--- src/rtl/vpu_tile_accumulator_pkg.sv ---
// vpu_tile_accumulator_pkg
//   Shared configuration for the VPU tile accumulator: tile geometry,
//   accumulator width, derived reduction depth and counter widths, and
//   the FSM state encoding.
//   No ports.

package vpu_tile_accumulator_pkg;

   localparam int ACC_W      = 32;
   localparam int ROW_A      = 4;
   localparam int COL_A      = 4;
   localparam int COL_N      = 16;

   localparam int K_TILES    = COL_N / COL_A;
   localparam int TILE_ELEMS = ROW_A * COL_A;

   // Keep counters at least one bit wide so K_TILES==1 or a 1-element
   // tile still elaborates.
   localparam int ELEM_W     = (TILE_ELEMS > 1) ? $clog2(TILE_ELEMS) : 1;
   localparam int K_W        = (K_TILES > 1) ? $clog2(K_TILES) : 1;

   typedef logic signed [ACC_W-1:0] acc_t;
   typedef logic [ELEM_W-1:0]       elem_idx_t;
   typedef logic [K_W-1:0]          k_idx_t;

   localparam elem_idx_t ELEM_LAST = elem_idx_t'(TILE_ELEMS - 1);
   localparam k_idx_t    K_LAST    = k_idx_t'(K_TILES - 1);

   typedef enum logic {
      ACCUM = 1'b0,
      DRAIN = 1'b1
   } state_t;

endpackage

--- src/rtl/vpu_tile_accumulator_if.sv ---
// vpu_tile_accumulator_if
//   Element-in / tile-out stream bundle for the tile accumulator.
//   store, store_data, store_ready : partial-product element stream in
//   out_valid, out_data, out_last  : drained output tile, row-major
//   out_ready                      : downstream accept
//   Modports: slave = accumulator side, master = controller/memory side.

interface vpu_tile_accumulator_if;
   import vpu_tile_accumulator_pkg::*;

   logic store;
   acc_t store_data;
   logic store_ready;
   logic out_valid;
   acc_t out_data;
   logic out_last;
   logic out_ready;

   modport slave (
      input  store, store_data, out_ready,
      output store_ready, out_valid, out_data, out_last
   );

   modport master (
      output store, store_data, out_ready,
      input  store_ready, out_valid, out_data, out_last
   );

endinterface

--- src/rtl/vpu_tile_accumulator_sat_add.sv ---
// sat_add
//   Combinational signed saturating adder. The sum is formed one bit wider
//   than the operands and clamped to the signed W-bit range.
//   a, b : signed operands
//   sum  : clamped result
//   ovf  : high when the result was clamped

module sat_add #(
   parameter int W = 32
) (
   input  logic signed [W-1:0] a,
   input  logic signed [W-1:0] b,
   output logic signed [W-1:0] sum,
   output logic                ovf
);

   logic [W:0] wide;

   always_comb begin
      wide = {a[W-1], a} + {b[W-1], b};
      // Top two bits disagree only when the true result left the W-bit range.
      ovf  = wide[W] ^ wide[W-1];
      if (!ovf)
         sum = wide[W-1:0];
      else if (wide[W])
         sum = {1'b1, {(W-1){1'b0}}};
      else
         sum = {1'b0, {(W-1){1'b1}}};
   end

endmodule

--- src/rtl/vpu_tile_accumulator.sv ---
// vpu_tile_accumulator
//   Accumulates K_TILES partial-product tiles into a local tile buffer and
//   drains the finished tile row-major over a valid/ready handshake.
//   clk       : system clock
//   reset     : asynchronous active-low reset
//   reset_sys : synchronous abort, back to ACCUM with counters and flags clear
//   io        : element stream in / drained tile out (slave modport)
//   sat_flag  : sticky, an accumulation clamped
//   ovf_err   : sticky, an element arrived while store_ready was low
//   busy      : high while draining
//
//   state | meaning
//   ------+-----------------------------------------------------------
//   ACCUM | taking elements; first tile overwrites, later tiles add
//   DRAIN | presenting buffer elements rd_cnt = 0..TILE_ELEMS-1

module vpu_tile_accumulator
   import vpu_tile_accumulator_pkg::*;
(
   input  logic                    clk,
   input  logic                    reset,
   input  logic                    reset_sys,
   vpu_tile_accumulator_if.slave   io,
   output logic                    sat_flag,
   output logic                    ovf_err,
   output logic                    busy
);

   state_t    state;
   elem_idx_t elem_cnt;
   elem_idx_t rd_cnt;
   elem_idx_t rd_nxt;
   k_idx_t    k_cnt;

   acc_t      tile_buf [TILE_ELEMS];
   acc_t      sum;
   logic      sum_ovf;

   logic      store_ready_q;
   logic      out_valid_q;
   logic      out_last_q;
   acc_t      out_data_q;

   logic      take;
   logic      drop;

   // store_ready_q is high exactly in ACCUM, so it doubles as the accept gate.
   assign take   = io.store && store_ready_q && !reset_sys;
   assign drop   = io.store && !store_ready_q;
   assign rd_nxt = rd_cnt + 1'b1;

   sat_add #(.W(ACC_W)) u_sat_add (
      .a   (tile_buf[elem_cnt]),
      .b   (io.store_data),
      .sum (sum),
      .ovf (sum_ovf)
   );

   // The first tile of a group overwrites, so no clear pass is needed.
   always_ff @(posedge clk) begin
      if (take)
         tile_buf[elem_cnt] <= (k_cnt == '0) ? io.store_data : sum;
   end

   always_ff @(posedge clk or negedge reset) begin
      if (!reset) begin
         state         <= ACCUM;
         elem_cnt      <= '0;
         k_cnt         <= '0;
         rd_cnt        <= '0;
         out_valid_q   <= 1'b0;
         out_data_q    <= '0;
         out_last_q    <= 1'b0;
         store_ready_q <= 1'b1;
         sat_flag      <= 1'b0;
         ovf_err       <= 1'b0;
         busy          <= 1'b0;
      end else if (reset_sys) begin
         state         <= ACCUM;
         elem_cnt      <= '0;
         k_cnt         <= '0;
         rd_cnt        <= '0;
         out_valid_q   <= 1'b0;
         out_last_q    <= 1'b0;
         store_ready_q <= 1'b1;
         sat_flag      <= 1'b0;
         ovf_err       <= 1'b0;
         busy          <= 1'b0;
      end else begin
         if (drop)
            ovf_err <= 1'b1;

         case (state)
            ACCUM: begin
               if (take) begin
                  if (k_cnt != '0 && sum_ovf)
                     sat_flag <= 1'b1;
                  if (elem_cnt == ELEM_LAST) begin
                     elem_cnt <= '0;
                     if (k_cnt == K_LAST) begin
                        k_cnt         <= '0;
                        rd_cnt        <= '0;
                        state         <= DRAIN;
                        store_ready_q <= 1'b0;
                        busy          <= 1'b1;
                     end else begin
                        k_cnt <= k_cnt + 1'b1;
                     end
                  end else begin
                     elem_cnt <= elem_cnt + 1'b1;
                  end
               end
            end

            DRAIN: begin
               // out_valid is low in DRAIN only on the entry cycle.
               if (!out_valid_q) begin
                  out_valid_q <= 1'b1;
                  out_data_q  <= tile_buf[rd_cnt];
                  out_last_q  <= (rd_cnt == ELEM_LAST);
               end else if (io.out_ready) begin
                  if (rd_cnt == ELEM_LAST) begin
                     out_valid_q   <= 1'b0;
                     out_last_q    <= 1'b0;
                     rd_cnt        <= '0;
                     state         <= ACCUM;
                     store_ready_q <= 1'b1;
                     busy          <= 1'b0;
                  end else begin
                     rd_cnt     <= rd_nxt;
                     out_data_q <= tile_buf[rd_nxt];
                     out_last_q <= (rd_nxt == ELEM_LAST);
                  end
               end
            end

            default: state <= ACCUM;
         endcase
      end
   end

   assign io.store_ready = store_ready_q;
   assign io.out_valid   = out_valid_q;
   assign io.out_data    = out_data_q;
   assign io.out_last    = out_last_q;

endmodule
--- src/flat_wrapper.sv ---
// flat-port wrapper written by rule: the top's interface ports become plain ports
module vpu_tile_accumulator_flat import vpu_tile_accumulator_pkg::*;
  (clk, reset, reset_sys, sat_flag, ovf_err, busy, io_store, io_store_data, io_out_ready, io_store_ready, io_out_valid, io_out_data, io_out_last);
  vpu_tile_accumulator_if io_i ();
  input  logic clk;
  input  logic reset;
  input  logic reset_sys;
  output logic sat_flag;
  output logic ovf_err;
  output logic busy;
  input wire logic [$bits(io_i.store)-1:0] io_store;
  input wire logic [$bits(io_i.store_data)-1:0] io_store_data;
  input wire logic [$bits(io_i.out_ready)-1:0] io_out_ready;
  output wire logic [$bits(io_i.store_ready)-1:0] io_store_ready;
  output wire logic [$bits(io_i.out_valid)-1:0] io_out_valid;
  output wire logic [$bits(io_i.out_data)-1:0] io_out_data;
  output wire logic [$bits(io_i.out_last)-1:0] io_out_last;
  assign io_i.store = io_store;
  assign io_i.store_data = io_store_data;
  assign io_i.out_ready = io_out_ready;
  assign io_store_ready = io_i.store_ready;
  assign io_out_valid = io_i.out_valid;
  assign io_out_data = io_i.out_data;
  assign io_out_last = io_i.out_last;
  vpu_tile_accumulator u_core (.clk(clk), .reset(reset), .reset_sys(reset_sys), .io(io_i), .sat_flag(sat_flag), .ovf_err(ovf_err), .busy(busy));
endmodule
--- config.mk ---
export PLATFORM = sky130hd
export DESIGN_NAME = vpu_tile_accumulator_flat
export DESIGN_NICKNAME = d
export VERILOG_FILES = /design/src/rtl/vpu_tile_accumulator_pkg.sv /design/src/rtl/vpu_tile_accumulator_if.sv /design/src/rtl/vpu_tile_accumulator_sat_add.sv /design/src/rtl/vpu_tile_accumulator.sv /design/src/flat_wrapper.sv
export SDC_FILE = /design/constraint.sdc
export NUM_CORES = 1
export LEC_CHECK = 0
export ABC_CLOCK_PERIOD_IN_PS = 11100
export BUFFER_PORTS_ARGS = -buffer_cell sky130_fd_sc_hd__buf_2
export CAP_MARGIN = 25
export CORE_UTILIZATION = 50
export CTS_BUF_LIST = sky130_fd_sc_hd__clkbuf_4
export CTS_CLUSTER_DIAMETER = 60
export DETAILED_ROUTE_END_ITERATION = 8
export MAX_ROUTING_LAYER = met4
export PLACE_DENSITY = 0.71
export SETUP_SLACK_MARGIN = 0.15
export SYNTH_ARGS = -nofsm -noshare
export SYNTH_HDL_FRONTEND = slang
export SYNTH_SLANG_ARGS = --single-unit
export TNS_END_PERCENT = 5
--- constraint.sdc ---
create_clock -name clk -period 11.1 [get_ports clk]
set_input_delay 0.555 -clock clk [delete_from_list [all_inputs] [get_ports clk]]
set_output_delay 0.555 -clock clk [all_outputs]
set_load 0.01 [all_outputs]
Word level (Yosys, flattened, before mapping):

Memory sizes are Yosys's and may differ from the RTL's.
Index checks and enable logic that the tools add are counted.

* bitwise gates (word level): 3
* equal/unequal tests: 14
* $add $sub $neg: 4
* reductions and logical operators: 20
* multiplexer cells: 62

Operators by type and width (number)
* $mux W32: 6
* $mux W4: 11
* $mux W1: 36
* $add A32 B32 Y33: 1
* $eq A4 B4 Y1 const B: 3
* $ne A3 B3 Y1 const B: 4
* $reduce_bool A2 Y1: 6
* $mux W2: 5
* $ne A3 B2 Y1 const B: 3
* $add A4 B1 Y4 const B: 2
* $pmux W4 S2: 1
* $ne A2 B2 Y1 const B: 3
* $pmux W1 S2: 3
* $reduce_and A3 Y1: 2
* $reduce_and A6 Y1: 1
* $reduce_and A5 Y1: 1
* $logic_and A1 B1 Y1: 4
* $reduce_and A2 Y1: 2
* $reduce_and A4 Y1: 1
* $add A2 B1 Y2 const B: 1
* $eq A2 B2 Y1 const B: 1
* $logic_not A1 Y1: 2
* $logic_not A2 Y1: 1
* $not A1 Y1: 2
* $xor A1 B1 Y1: 1

* input bits: 37
* output and inout bits: 38
* bits in registers: 49
* logic and storage cells: 115
* memories: 1
* memory bits (writable): 512

Memory list
* u_core.tile_buf: words 16, bits a word 32, read ports 3, clocked after memory_dff 0, write ports 1, RTL line vpu_tile_accumulator.sv:35 `acc_t tile_buf [TILE_ELEMS];`

Longest topological paths before layout:

An unclocked memory read counts as a cell.

* depth in word-level cells: 8
* gate-level depth with buffers: 18
* gate-level depth less buffers: 14

Hierarchy:

Synthesis repeated with hierarchy kept, for this count alone.

* cells, all modules: 2305
* area, all modules: 32666.3 µm²

Modules (own cells, without submodules)
* vpu_tile_accumulator: instances 1, cells an instance 2010, sequential area each 16602.2 µm², area an instance 30595.6 µm²
* sat_add: instances 1, cells an instance 295, sequential area each 0.0 µm², area an instance 2070.7 µm²

Least setup slack after synthesis:

No wires, ideal clock.

* path kind: register to register
* start point: register u_core.elem_cnt[0]
* end point: memory u_core.tile_buf[0][30] in the netlist's numbering (data pin)
* path slack: 6198 ps
* period minus slack after synthesis: 4902 ps
* stages on the path, launching flop included: 18
* setup time: 297 ps
* required time: 10803 ps
* buffers on the path: 5
* arrival time: 4604 ps
* cells stage by stage: dfrtp_1 clkbuf_1 clkbuf_1 buf_2 mux4_2 mux4_2 ha_1 buf_2 and3_1 and3_1 nand3_1 o21bai_2 o31ai_4 o31a_1 a21oi_2 nor2_4 buf_6 a2bb2oi_1

* word-level cells in the longest chain between the ends: 5
* elaborated cells on any way between the ends: 6
* those cells by class: 1 x add/sub; 3 x mux; 1 x bitwise; 1 x memory

Ends and longest elaborated chain
* start: declaration: RTL line vpu_tile_accumulator.sv:30 `elem_idx_t elem_cnt;`
* start signal: assignment: RTL line vpu_tile_accumulator.sv:110 `elem_cnt <= elem_cnt + 1'b1;`
* $mem_v2 Z16 W32 *
* $add A32 B32 Y33 *: RTL line vpu_tile_accumulator_sat_add.sv:20 `wide = {a[W-1], a} + {b[W-1], b};`
* $mux W32 / $xor A1 B1 Y1 (equally long branches): RTL line vpu_tile_accumulator_sat_add.sv:25, vpu_tile_accumulator_sat_add.sv:22
* $mux W32 *: RTL line vpu_tile_accumulator_sat_add.sv:23 `if (!ovf)`
* $mux W32 *: RTL line vpu_tile_accumulator.sv:62 `tile_buf[elem_cnt] <= (k_cnt == '0) ? io.store_data : sum;`
* end: declaration: RTL line vpu_tile_accumulator.sv:35

Mark *: on every way between the ends. The rest lies on a longest branch, timed or not.

Final worst setup path:

* start point: register u_core.elem_cnt[0]
* end point: memory u_core.tile_buf[15][10] in the netlist's numbering (data pin)

Same word-level chain as after synthesis.

==> impl_metrics.prom <==
# TYPE chip_impl_metric gauge
chip_impl_metric{name="number_of_core_rows",unit=""} 91
chip_impl_metric{name="timing_hold_violations_final",unit=""} 0
chip_impl_metric{name="p_leak",unit="uW"} 0.0114
chip_impl_metric{name="irDropWorstVdd",unit="V"} 0.000109
chip_impl_metric{name="layout-area-overhead-vs-synth",unit="%"} 10.4
chip_impl_metric{name="netlist_area",unit="sq um"} 31600
chip_impl_metric{name="area_fraction_in_and_or_nand_and_nor_cells_after_synthesis",unit="%"} 3.33
chip_impl_info{name="critPathTopFamily",value="simple AND/OR/NAND/NOR gates"} 1
chip_impl_metric{name="post_route_cells_drive_above_1_share",unit="%"} 45.2
chip_impl_metric{name="yosysWarnings",unit=""} 0
chip_impl_info{name="outcome",value="finished, final reports clean"} 1
chip_impl_metric{name="r2r_slack",unit="ns"} 4.46
chip_impl_metric{name="cts-buffers-inserted",unit=""} 149
chip_impl_metric{name="final_cell_count_no_fill",unit=""} 2823
chip_impl_metric{name="cts_hold_repair.buffers",unit=""} 5
chip_impl_metric{name="synth_edf_count",unit=""} 512
chip_impl_metric{name="wire_length_of_the_first_global_routing_pass",unit="microns"} 127000
chip_impl_info{name="grt_setup_unrepaired",value="no"} 1
chip_impl_metric{name="timing.critical_path.buf_inv",unit=""} 2
chip_impl_metric{name="synth_mux_area_share",unit="%"} 35.4
chip_impl_info{name="cpMaxStageDelayCell",value="sky130_fd_sc_hd__buf_4"} 1
chip_impl_metric{name="fin_setup_tns",unit="ns"} 0
chip_impl_metric{name="critical_path.max_stage_delay",unit="ns"} 0.78
chip_impl_metric{name="power-per-cell-area",unit="nW/um^2"} 134
chip_impl_metric{name="detailedRoute.firstPassIterationCount",unit=""} 5
chip_impl_info{name="worst_setup_path_start_kind",value="flip-flop"} 1
chip_impl_metric{name="stdcell_area",unit="sq um"} 34900
chip_impl_metric{name="post_synth_xor_area_fraction",unit="%"} 0.720
chip_impl_metric{name="preCtsSetupSlack",unit="ns"} 4.19
chip_impl_metric{name="max_cap_check_violation_count",unit=""} 0
chip_impl_metric{name="drt_first_iter_violations",unit=""} 2433
chip_impl_metric{name="depth_of_the_cts_h_tree",unit=""} 4
chip_impl_metric{name="route.vias.total",unit=""} 19800
chip_impl_metric{name="sum_of_routed_wire_length_over_all_layers",unit="microns"} 87100
chip_impl_info{name="post-synth-top-area-cell",value="sky130_fd_sc_hd__edfxtp_1"} 1
chip_impl_metric{name="count_of_nets_after_finishing",unit=""} 1942
chip_impl_metric{name="groute.usage.overall",unit="%"} 28.8
chip_impl_metric{name="slew_headroom",unit="%"} 29.1
chip_impl_metric{name="achievable-frequency",unit="MHz"} 150
chip_impl_metric{name="boundaryPins",unit=""} 75
chip_impl_info{name="timing.critical_path.from",value="u_core.elem_cnt[0]"} 1
chip_impl_metric{name="placement.cell_area",unit="sq um"} 32800
chip_impl_metric{name="clkLatencyLatePin",unit="ns"} 1.04
chip_impl_metric{name="cts_sinks",unit=""} 561
chip_impl_metric{name="placement.io_buffers",unit=""} 74
chip_impl_info{name="worstReg2RegEnd",value="u_core.tile_buf[15][10]"} 1
chip_impl_metric{name="drt.antenna.violating_nets",unit=""} 0
chip_impl_metric{name="die_w",unit="microns"} 253
chip_impl_info{name="post_synth_most_frequent_cells",value="sky130_fd_sc_hd__edfxtp_1 (512), sky130_fd_sc_hd__mux4_2 (480), sky130_fd_sc_hd__nand2_1 (76), sky130_fd_sc_hd__clkbuf_1 (69), sky130_fd_sc_hd__a21oi_1 (65)"} 1
chip_impl_metric{name="drc",unit=""} 0
chip_impl_metric{name="average_cell_area_after_synthesis",unit="sq um"} 18.4
chip_impl_metric{name="post-route-min-period",unit="ns"} 6.64
chip_impl_metric{name="syn_nets",unit=""} 1798
chip_impl_metric{name="clock-skew-final",unit="ns"} 0.0725
chip_impl_metric{name="yosys.area.top_type_share",unit="%"} 48.6
chip_impl_metric{name="postSynthCellCount",unit=""} 1720
chip_impl_metric{name="maxSlewViolCount",unit=""} 0
chip_impl_metric{name="crit_arrival",unit="ns"} 7.30
chip_impl_info{name="yosys-top-cells-area",value="sky130_fd_sc_hd__edfxtp_1 (49%), sky130_fd_sc_hd__mux4_2 (34%), sky130_fd_sc_hd__dfrtp_1 (3.8%)"} 1
chip_impl_info{name="synth_flop_type",value="sky130_fd_sc_hd__edfxtp_1"} 1
chip_impl_info{name="crit_type",value="flip-flop to flip-flop"} 1
chip_impl_info{name="cts_tree",value="yes"} 1
chip_impl_metric{name="routed_wire_length_per_instance",unit="microns"} 30.9
chip_impl_metric{name="synth_async_sr_flop_share",unit="%"} 8.73
chip_impl_metric{name="post_cts.resized_instances",unit=""} 0
chip_impl_metric{name="die_height",unit="microns"} 253
chip_impl_metric{name="path_max_fanout",unit=""} 42
chip_impl_metric{name="start_util",unit="%"} 50.9
chip_impl_info{name="timing.critical_path.mode_cell",value="sky130_fd_sc_hd__mux4_2"} 1
chip_impl_metric{name="clock_path_buffers",unit=""} 3
chip_impl_info{name="combinational_family_with_the_most_area_after_synthesis",value="multiplexers"} 1
chip_impl_metric{name="number_of_global_route_vias_before_repair",unit=""} 19800
chip_impl_info{name="synth.most_common_cell",value="sky130_fd_sc_hd__edfxtp_1"} 1
chip_impl_metric{name="fin_ws",unit="ns"} 4.46
chip_impl_metric{name="coreArea",unit="sq um"} 62100
chip_impl_metric{name="detailed_place_hpwl",unit="microns"} 48900
chip_impl_metric{name="count_of_final_setup_violators",unit=""} 0
chip_impl_metric{name="antenna_found_initial",unit=""} 3
chip_impl_info{name="hp-class",value="input pin to asynchronous set/reset pin"} 1
chip_impl_info{name="reg2reg_from",value="u_core.elem_cnt[0]"} 1
chip_impl_metric{name="fin_crit_sh",unit="%"} 59.9
chip_impl_metric{name="tightest_slew",unit="ns"} 1.06
chip_impl_info{name="cts_root_buffer",value="sky130_fd_sc_hd__clkbuf_4"} 1
chip_impl_metric{name="synth_compound_area_share",unit="%"} 4.16
chip_impl_metric{name="grt_start_max_net_pins",unit=""} 56
chip_impl_metric{name="design.die.area",unit="sq um"} 64200
chip_impl_info{name="crit_path_cell_trace",value="buf_16 -> buf_4 -> mux4_2 -> mux4_2 -> ha_1 -> nand3_1 -> or2_1 -> nor2_1 -> o211ai_2 -> nand4_1 -> a21oi_2 -> nand3_2 -> nand2_1 -> a21oi_1"} 1
chip_impl_info{name="critical_path.endpoint_type",value="flip-flop"} 1
chip_impl_metric{name="r2r_cells",unit=""} 14
chip_impl_metric{name="placed_cells",unit=""} 2530
chip_impl_metric{name="globalRoute.totalOverflow",unit=""} 0
chip_impl_metric{name="post_cts.repair.setup_buffers",unit=""} 0
chip_impl_metric{name="gpl.final_weighted_congestion",unit=""} 0.886
chip_impl_metric{name="synth-seq-cells",unit=""} 561
chip_impl_metric{name="worst_setup_hold_path_clk_slew",unit="ns"} 0.07
chip_impl_metric{name="worst-endpoint-required",unit="ns"} 11.76
chip_impl_metric{name="synth_fa_ha_area_share",unit="%"} 1.72
chip_impl_metric{name="ys_types",unit=""} 77
chip_impl_metric{name="avgViaCountPerCell",unit=""} 7.00
chip_impl_metric{name="sequential_share_of_the_synthesized_area",unit="%"} 52.5
chip_impl_metric{name="postLayoutCoreUtil",unit="%"} 56.2
placed cells by master (no fill, tap or decap), types with 22 or more instances in the layout:
cell	instances
sky130_fd_sc_hd__clkinv_1	35
sky130_fd_sc_hd__buf_2	74
sky130_fd_sc_hd__o21ai_0	54
sky130_fd_sc_hd__edfxtp_1	512
sky130_fd_sc_hd__nand2_1	76
sky130_fd_sc_hd__a21oi_1	65
sky130_fd_sc_hd__clkbuf_4	213
sky130_fd_sc_hd__buf_4	45
sky130_fd_sc_hd__nor2b_1	22
sky130_fd_sc_hd__ha_1	39
sky130_fd_sc_hd__mux4_2	480
sky130_fd_sc_hd__nor2_1	28
sky130_fd_sc_hd__dfrtp_1	40
sky130_fd_sc_hd__mux2i_1	35
routing by layer:
layer	GRT usage [%]	vias up	wire length [microns]
li1	-	7836	-
met1	36.7	10200	31600
met2	44.5	1487	42400
met3	6.89	227	10000
met4	12.5	0	3110
met5	-	-	0
registers in the layout (all words and copies together) (netlist names):
register               flops
u_core.tile_buf          512
u_core.io.out_data        32
u_core.elem_cnt            4
u_core.rd_cnt              4
u_core.k_cnt               2
u_core.busy                1
u_core.io.out_last         1
u_core.io.out_valid        1
u_core.io.store_ready      1
u_core.ovf_err             1
u_core.sat_flag            1
u_core.state               1
logic make-up after synthesis:
logic type                 count (synthesis)
buffers and inverters                    162
AOI/OAI and AO/OA                        201
adders and majority gates                 43
xor gates and xnor gates                  26
DFF                                      561
and+or+nand+nor                          210
muxes                                    517
final cells by class:
class	instances	area [sq um]
clock buffer	213	1600
antenna	6	15.0
multi-input combinational	997	14400
fill	4684	27200
clock inverter	54	249
tap	837	1050
timing repair buffer	131	856
sequential	561	16600
inverter	24	90.1
worst max-delay path by stage:
stage                               to  cells past startpoint
5_1_grt         u_core.tile_buf[0][11]                     14
6_report       u_core.tile_buf[15][10]                     14
3_3_place_gp    u_core.tile_buf[12][6]                     13
4_1_cts         u_core.tile_buf[9][11]                     13
3_5_place_dp   u_core.tile_buf[15][29]                     13
2_1_floorplan   u_core.tile_buf[0][30]                     17
metrics by stage:
stage | power (uW) | hold WS, ns
2_1_floorplan | 2770 | 0.259
3_3_place_gp | 2910 | 0.458
3_5_place_dp | 2910 | 0.466
4_1_cts | 4700 | 0.0368
5_1_grt | 4850 | 0.0338
6_report | 4670 | 0.103
worst reg2reg max path: stages, from the launching register on:
cell	delay (ns)
sky130_fd_sc_hd__dfrtp_4	0.63
sky130_fd_sc_hd__buf_16	0.29
sky130_fd_sc_hd__buf_4	0.85
sky130_fd_sc_hd__mux4_2	0.65
sky130_fd_sc_hd__mux4_2	0.53
sky130_fd_sc_hd__ha_1	0.44
sky130_fd_sc_hd__nand3_1	0.20
sky130_fd_sc_hd__or2_1	0.34
sky130_fd_sc_hd__nor2_1	0.15
sky130_fd_sc_hd__o211ai_2	0.19
sky130_fd_sc_hd__nand4_1	0.26
sky130_fd_sc_hd__a21oi_2	0.15
sky130_fd_sc_hd__nand3_2	0.59
sky130_fd_sc_hd__nand2_1	0.22
sky130_fd_sc_hd__a21oi_1	0.79
power by group:
group	leakage, uW	switching, uW	total [uW]	internal [uW]
Clock	0.00112	877	1790	909
Combinational	0.00505	306	542	236
Sequential	0.00528	16.2	2340	2320
Note: power is estimated with default switching activity, not from simulation.
